<file path="config.mk">
export PLATFORM = sky130hd
export DESIGN_NAME = spi_arbiter
export DESIGN_NICKNAME = d
export VERILOG_FILES = /design/src/rtl/spi_arbiter.sv
export SDC_FILE = /design/constraint.sdc
export NUM_CORES = 1
export LEC_CHECK = 0
export CORE_AREA = 4 4 84 86
export CTS_CLUSTER_DIAMETER = 150
export DETAILED_ROUTE_END_ITERATION = 12
export DIE_AREA = 0 0 88 90
export GPL_TIMING_DRIVEN = 0
export HOLD_SLACK_MARGIN = 0.08
export SYNTH_ARGS = -nofsm -noshare
export SYNTH_HDL_FRONTEND = slang
export SYNTH_SLANG_ARGS = --single-unit
</file>
<file path="constraint.sdc">
create_clock -name clk -period 1.75 [get_ports clk]
set_input_delay 0.4375 -clock clk [delete_from_list [all_inputs] [get_ports clk]]
set_output_delay 0.4375 -clock clk [all_outputs]
set_load 0.01 [all_outputs]
</file>
<file path="src/rtl/spi_arbiter.sv">
// Round-robin arbiter/sequencer sharing one spi_master byte engine between NREQ requesters.
// Define SPI_ARBITER_BURST_EN to keep a device selected across a multi-byte burst.
module spi_arbiter #(
  parameter int NREQ = 4
) (
  input  logic                clk,
  input  logic                rst_n,
  input  logic [NREQ-1:0]     req,
  input  logic [NREQ-1:0]     last,
  input  logic [8*NREQ-1:0]   tx_data,
  output logic [NREQ-1:0]     gnt,
  output logic [NREQ-1:0]     rx_valid,
  output logic [7:0]          rx_data,
  output logic [NREQ-1:0]     dev_cs_n,
  output logic                m_start,
  output logic [7:0]          m_data_in,
  input  logic                m_cs,
  input  logic [7:0]          m_data_out
);

  localparam int IW = (NREQ > 1) ? $clog2(NREQ) : 1;

  typedef enum logic [2:0] {IDLE, LAUNCH, WAIT_SEL, XFER, DONE, HOLD, GAP} state_t;

  state_t          state, state_d;
  logic [IW-1:0]   ptr, ptr_d;
  logic [IW-1:0]   cur, cur_d;
  logic [IW-1:0]   sel;
  logic            last_q, last_q_d;
  logic            launch, to_gap;
  logic [NREQ-1:0] gnt_d, rx_valid_d, dev_cs_n_d;
  logic [7:0]      rx_data_d, m_data_in_d;
  logic            m_start_d;

  // Scanning from the farthest offset down leaves the nearest set bit after ptr as the winner.
  function automatic logic [IW-1:0] rr_pick(input logic [NREQ-1:0] r, input logic [IW-1:0] p);
    int idx;
    rr_pick = p;
    for (int k = NREQ - 1; k >= 0; k--) begin
      idx = (int'(p) + k) % NREQ;
      if (r[idx]) rr_pick = IW'(idx);
    end
  endfunction

  function automatic logic [IW-1:0] next_idx(input logic [IW-1:0] v);
    next_idx = (v == IW'(NREQ - 1)) ? '0 : v + 1'b1;
  endfunction

`ifndef SPI_ARBITER_BURST_EN
  logic unused_last;
  assign unused_last = ^last;
`endif

  // NOTE: defaults first so every path assigns every signal; a missed branch would infer a latch.
  always_comb begin
    state_d     = state;
    ptr_d       = ptr;
    cur_d       = cur;
    last_q_d    = last_q;
    gnt_d       = gnt;
    rx_valid_d  = '0;
    rx_data_d   = rx_data;
    dev_cs_n_d  = dev_cs_n;
    m_start_d   = 1'b0;
    m_data_in_d = m_data_in;
    sel         = cur;
    launch      = 1'b0;
    to_gap      = 1'b0;

    unique case (state)
      IDLE: begin
        if (|req) begin
          sel    = rr_pick(req, ptr);
          launch = 1'b1;
        end
      end
      LAUNCH:   state_d = WAIT_SEL;
      WAIT_SEL: if (!m_cs) state_d = XFER;
      XFER: begin
        if (m_cs) begin
          rx_data_d       = m_data_out;
          rx_valid_d[cur] = 1'b1;
          state_d         = DONE;
        end
      end
      DONE: begin
        if (last_q) to_gap = 1'b1;
        else        state_d = HOLD;
      end
      HOLD: begin
        if (req[cur]) launch = 1'b1;
        else          to_gap = 1'b1;
      end
      GAP:     state_d = IDLE;
      default: state_d = IDLE;
    endcase

    // A continuing burst relaunches with the same device; its select is rewritten low, never pulsed.
    if (launch) begin
      state_d         = LAUNCH;
      cur_d           = sel;
      gnt_d           = '0;
      gnt_d[sel]      = 1'b1;
      dev_cs_n_d      = '1;
      dev_cs_n_d[sel] = 1'b0;
      m_start_d       = 1'b1;
      m_data_in_d     = tx_data[8*sel +: 8];
`ifdef SPI_ARBITER_BURST_EN
      last_q_d        = last[sel];
`else
      last_q_d        = 1'b1;
`endif
    end

    if (to_gap) begin
      state_d    = GAP;
      gnt_d      = '0;
      dev_cs_n_d = '1;
      ptr_d      = next_idx(cur);
    end
  end

  // NOTE: non-blocking assignments so every register updates from the same pre-edge values.
  always_ff @(posedge clk or negedge rst_n) begin
    if (!rst_n) begin
      state     <= IDLE;
      ptr       <= '0;
      cur       <= '0;
      last_q    <= 1'b0;
      gnt       <= '0;
      rx_valid  <= '0;
      rx_data   <= '0;
      dev_cs_n  <= '1;
      m_start   <= 1'b0;
      m_data_in <= '0;
    end else begin
      state     <= state_d;
      ptr       <= ptr_d;
      cur       <= cur_d;
      last_q    <= last_q_d;
      gnt       <= gnt_d;
      rx_valid  <= rx_valid_d;
      rx_data   <= rx_data_d;
      dev_cs_n  <= dev_cs_n_d;
      m_start   <= m_start_d;
      m_data_in <= m_data_in_d;
    end
  end

endmodule

</file>
==> impl_metrics.yaml <==
clock_network:
  hold_buffers: 0
  cts_made_buffers: 5
  root_buffer: "clkbuf_8"
  clkLatencyLatePin_ns: 0.29
  clk_pin_slew_ns: 0.08
  h-tree-depth: 2
  cts_tree: "done"
  clock_path_buffers: 2
  cts.sinks: 37
sta:
  finalHoldWorstSlack_ns: 0.255
  max_freq_ghz: 0.531
  finClkSkew_ns: 0.00727
  rsz0062_at_grt: "true"
  finalCritPeriodShare_pct: 108
  worst_slack_ns: -0.134
  finalSetupViolations: 12
  fin_crit_ns: 1.88
  hold_violations: 0
  relSlewSlack_pct: 42.7
  tightest_slew_ns: 0.859
  slew_violations: 0
cells_and_area:
  final_cell_count_no_fill: 358
  layout_common_cells: "clkdlybuf4s50_1, nand2_1, dfrtp_1"
  fillCellCount: 583
  insertedDiodeCount: 0
  fin_nets: 335
  drive_gt1_share_pct: 28.5
  area_growth_syn_to_layout_pct: 72.6
  final_common_cell: "clkdlybuf4s50_1"
  finalInstanceArea_sq_mm: 0.00319
logic_synthesis:
  avgSynthCellArea_sq_um: 10.2
  ys_seq_elements: 37
  synth-simple-area-share_pct: 19.7
  synthAdderAreaFrac_pct: 2.70
  synthCells: 181
  yosysUniqueCellTypes: 37
  synth_seq_area_share_pct: 50.3
  synth_fp_nets: 236
  yosysWarnings: 0
  synth_edf_count: 0
  synthArstFlopShare_pct: 100
  ys.flop_type: "dfrtp_1"
  synth_compound_area_share_pct: 12.5
  synth_top_family_by_area: "simple AND/OR/NAND/NOR gates"
  syn-cell-area_sq_mm: 0.00185
  synth-xor-area-share_pct: 0
  synth.mux.area_fraction_pct: 10.1
place:
  dp_slack_ns: -0.896
  dp_hpwl_um: 3400
  placedCellCount: 333
  io_buffers: 75
  place_area_sq_mm: 0.00270
  place_congestion: 0.787
worst_setup_path:
  path_max_fanout: 8
  crit_end: "m_data_in[3]"
  regToRegSetupSlack_ns: -0.13
  end_kind: "flip-flop"
  crit_path_start: "cur[1]"
  worstSetupPathType: "flip-flop to flip-flop"
  cp.arrival_ns: 2.05
  worst_setup_path_start_kind: "flip-flop"
  r2r_end: "m_data_in[3]"
  r2r_cells: 7
  critPathRequiredTime_ns: 1.91
  r2r-start: "cur[1]"
detailed_routing:
  ant_nets: 0
  viasPerCell: 4.64
  wl_per_cell_um: 14.3
  drc: 0
  first_iter_violations: 67
  vias: 1661
  totalWireLength_um: 5110
  dr.pass1.iters: 4
min_path:
  hold_class: "input pin to async pin"
power_and_ir_drop:
  internal_power_mw: 3.35
  vdd_ir_drop_max_mv: 0.661
  leakage_nw: 1.39
  power_density_mw_per_mm2: 1680
  power.share.clock_pct: 10.8
  switching_share_pct: 37.6
  netSwitchingPower_mw: 2.02
  power_frac_comb_pct: 61.9
  p_seq_share_pct: 27.3
run_status:
  violations: "negative setup slack"
  outcome: "complete, but fails checks"
die:
  core_area_sq_mm: 0.00628
  die_w_um: 88
  rows: 29
  io-pin-count: 80
  start_util_pct: 29.5
  die-height_um: 90
  dieArea_sq_mm: 0.00792
global_routing:
  grt_max_degree: 38
  grt_use_total_pct: 13.0
  grt_pass1_vias: 1668
  antenna_found_initial: 0
  grt-ovfl-total: 0
  grt_pass1_wl_um: 8140
flow_run:
  max_cap_violations: 0
[cell usage after synthesis (2+ instances only)]
cell type	count	area, sq um
and3_1	2	12.5
nand2b_1	4	25.0
nor2b_1	3	18.8
ha_1	4	50.1
a21oi_1	3	15.0
inv_1	3	11.3
o21a_1	4	30.0
mux2i_1	16	160
dfstp_2	4	105
dfrtp_1	33	826
buf_2	3	15.0
nand2_1	41	154
o21ai_0	8	40.0
or2_2	2	12.5
nor3_1	3	15.0
or2_1	2	12.5
and2_1	8	50.1
o31ai_1	2	15.0
nor2_1	7	26.3
inv_2	2	7.51
o221ai_1	8	70.1
buf_6	2	22.5
clkbuf_1	3	11.3
[worst min path at each step]
stage / slack (ns) / start / endpoint
finish: 0.26 / rst_n / rx_valid[1]
global route: 0.32 / rst_n / last_q
CTS: 0.28 / rst_n / rx_data[3]
detailed placement: 0.46 / rx_data[7] / rx_data[7]
global placement: 0.46 / rx_data[0] / rx_data[0]
floorplan: 0.14 / rst_n / cur[0]
[power by group through the flow]
stage                     logic (mW)  clock network [mW]  registers, mW
after global placement          2.28                   0           1.44
final                           3.33               0.580           1.47
after detailed placement        2.31                   0           1.44
after CTS                       2.97               0.601           1.46
after floorplan                 1.26                   0           1.53
after global routing            3.60               0.645           1.52
[cells by family after synthesis]
kind of cell / Yosys count
and+or+nand+nor: 77
DFF: 37
AOI/OAI and AO/OA: 32
muxes: 17
buffers and inverters: 14
adders and majority gates: 4
[area by class of cell]
cell class,count,area [sq um],area share [%]
multi-input combinational,130,1050,32.9
clock inverter,2,10.0,0.313
buffer,8,80.1,2.51
sequential,37,933,29.2
tap,77,96.3,3.02
clock buffer,6,72.6,2.27
inverter,5,26.3,0.823
timing repair buffer,93,926,29.0
[through the flow]
| stage | util, % | setup TNS [ns] | power (mW) |
|---|---|---|---|
| after floorplan | - | -0.681 | 2.79 |
| after global placement | 43.1 | -42.72 | 3.72 |
| after detailed placement | 43.0 | -18.39 | 3.75 |
| after CTS | 48.0 | -1.02 | 5.03 |
| after global routing | 50.9 | -2.37 | 5.77 |
| final | 50.9 | -1.17 | 5.37 |
[repair_timing]
action,in CTS,in global routing
gates resized for setup,51,33
pin swaps,15,7
gates cloned,1,1
endpoints found under the setup margin,27,20
setup buffers,10,7
[worst max-delay path, cell delays in order, from the launching register on]
cell	delay [ns]
dfrtp_1	0.38
mux4_2	0.53
a31oi_1	0.15
or2_1	0.16
buf_6	0.15
or2_1	0.12
buf_6	0.15
o221ai_2	0.12
[routing by layer]
| metal | routed length (um) | up-vias | share of wire [%] | GRT usage, % |
|---|---|---|---|---|
| li1 | - | 826 | - | - |
| met1 | 2270 | 784 | 44 | 16.8 |
| met4 | 13 | 0 | 0.25 | 1.92 |
| met3 | 371 | 2 | 7.3 | 5.12 |
| met5 | 0 | - | 0 | 0 |
| met2 | 2460 | 49 | 48 | 20.7 |
[flip-flops by register name (all words and copies together), names as in the netlist]
name / flops
cur: 2
dev_cs_n: 4
gnt: 4
last_q: 1
m_data_in: 8
m_start: 1
ptr: 2
rx_data: 8
rx_valid: 4
state: 3
Note: power is estimated with default switching activity, not from simulation.
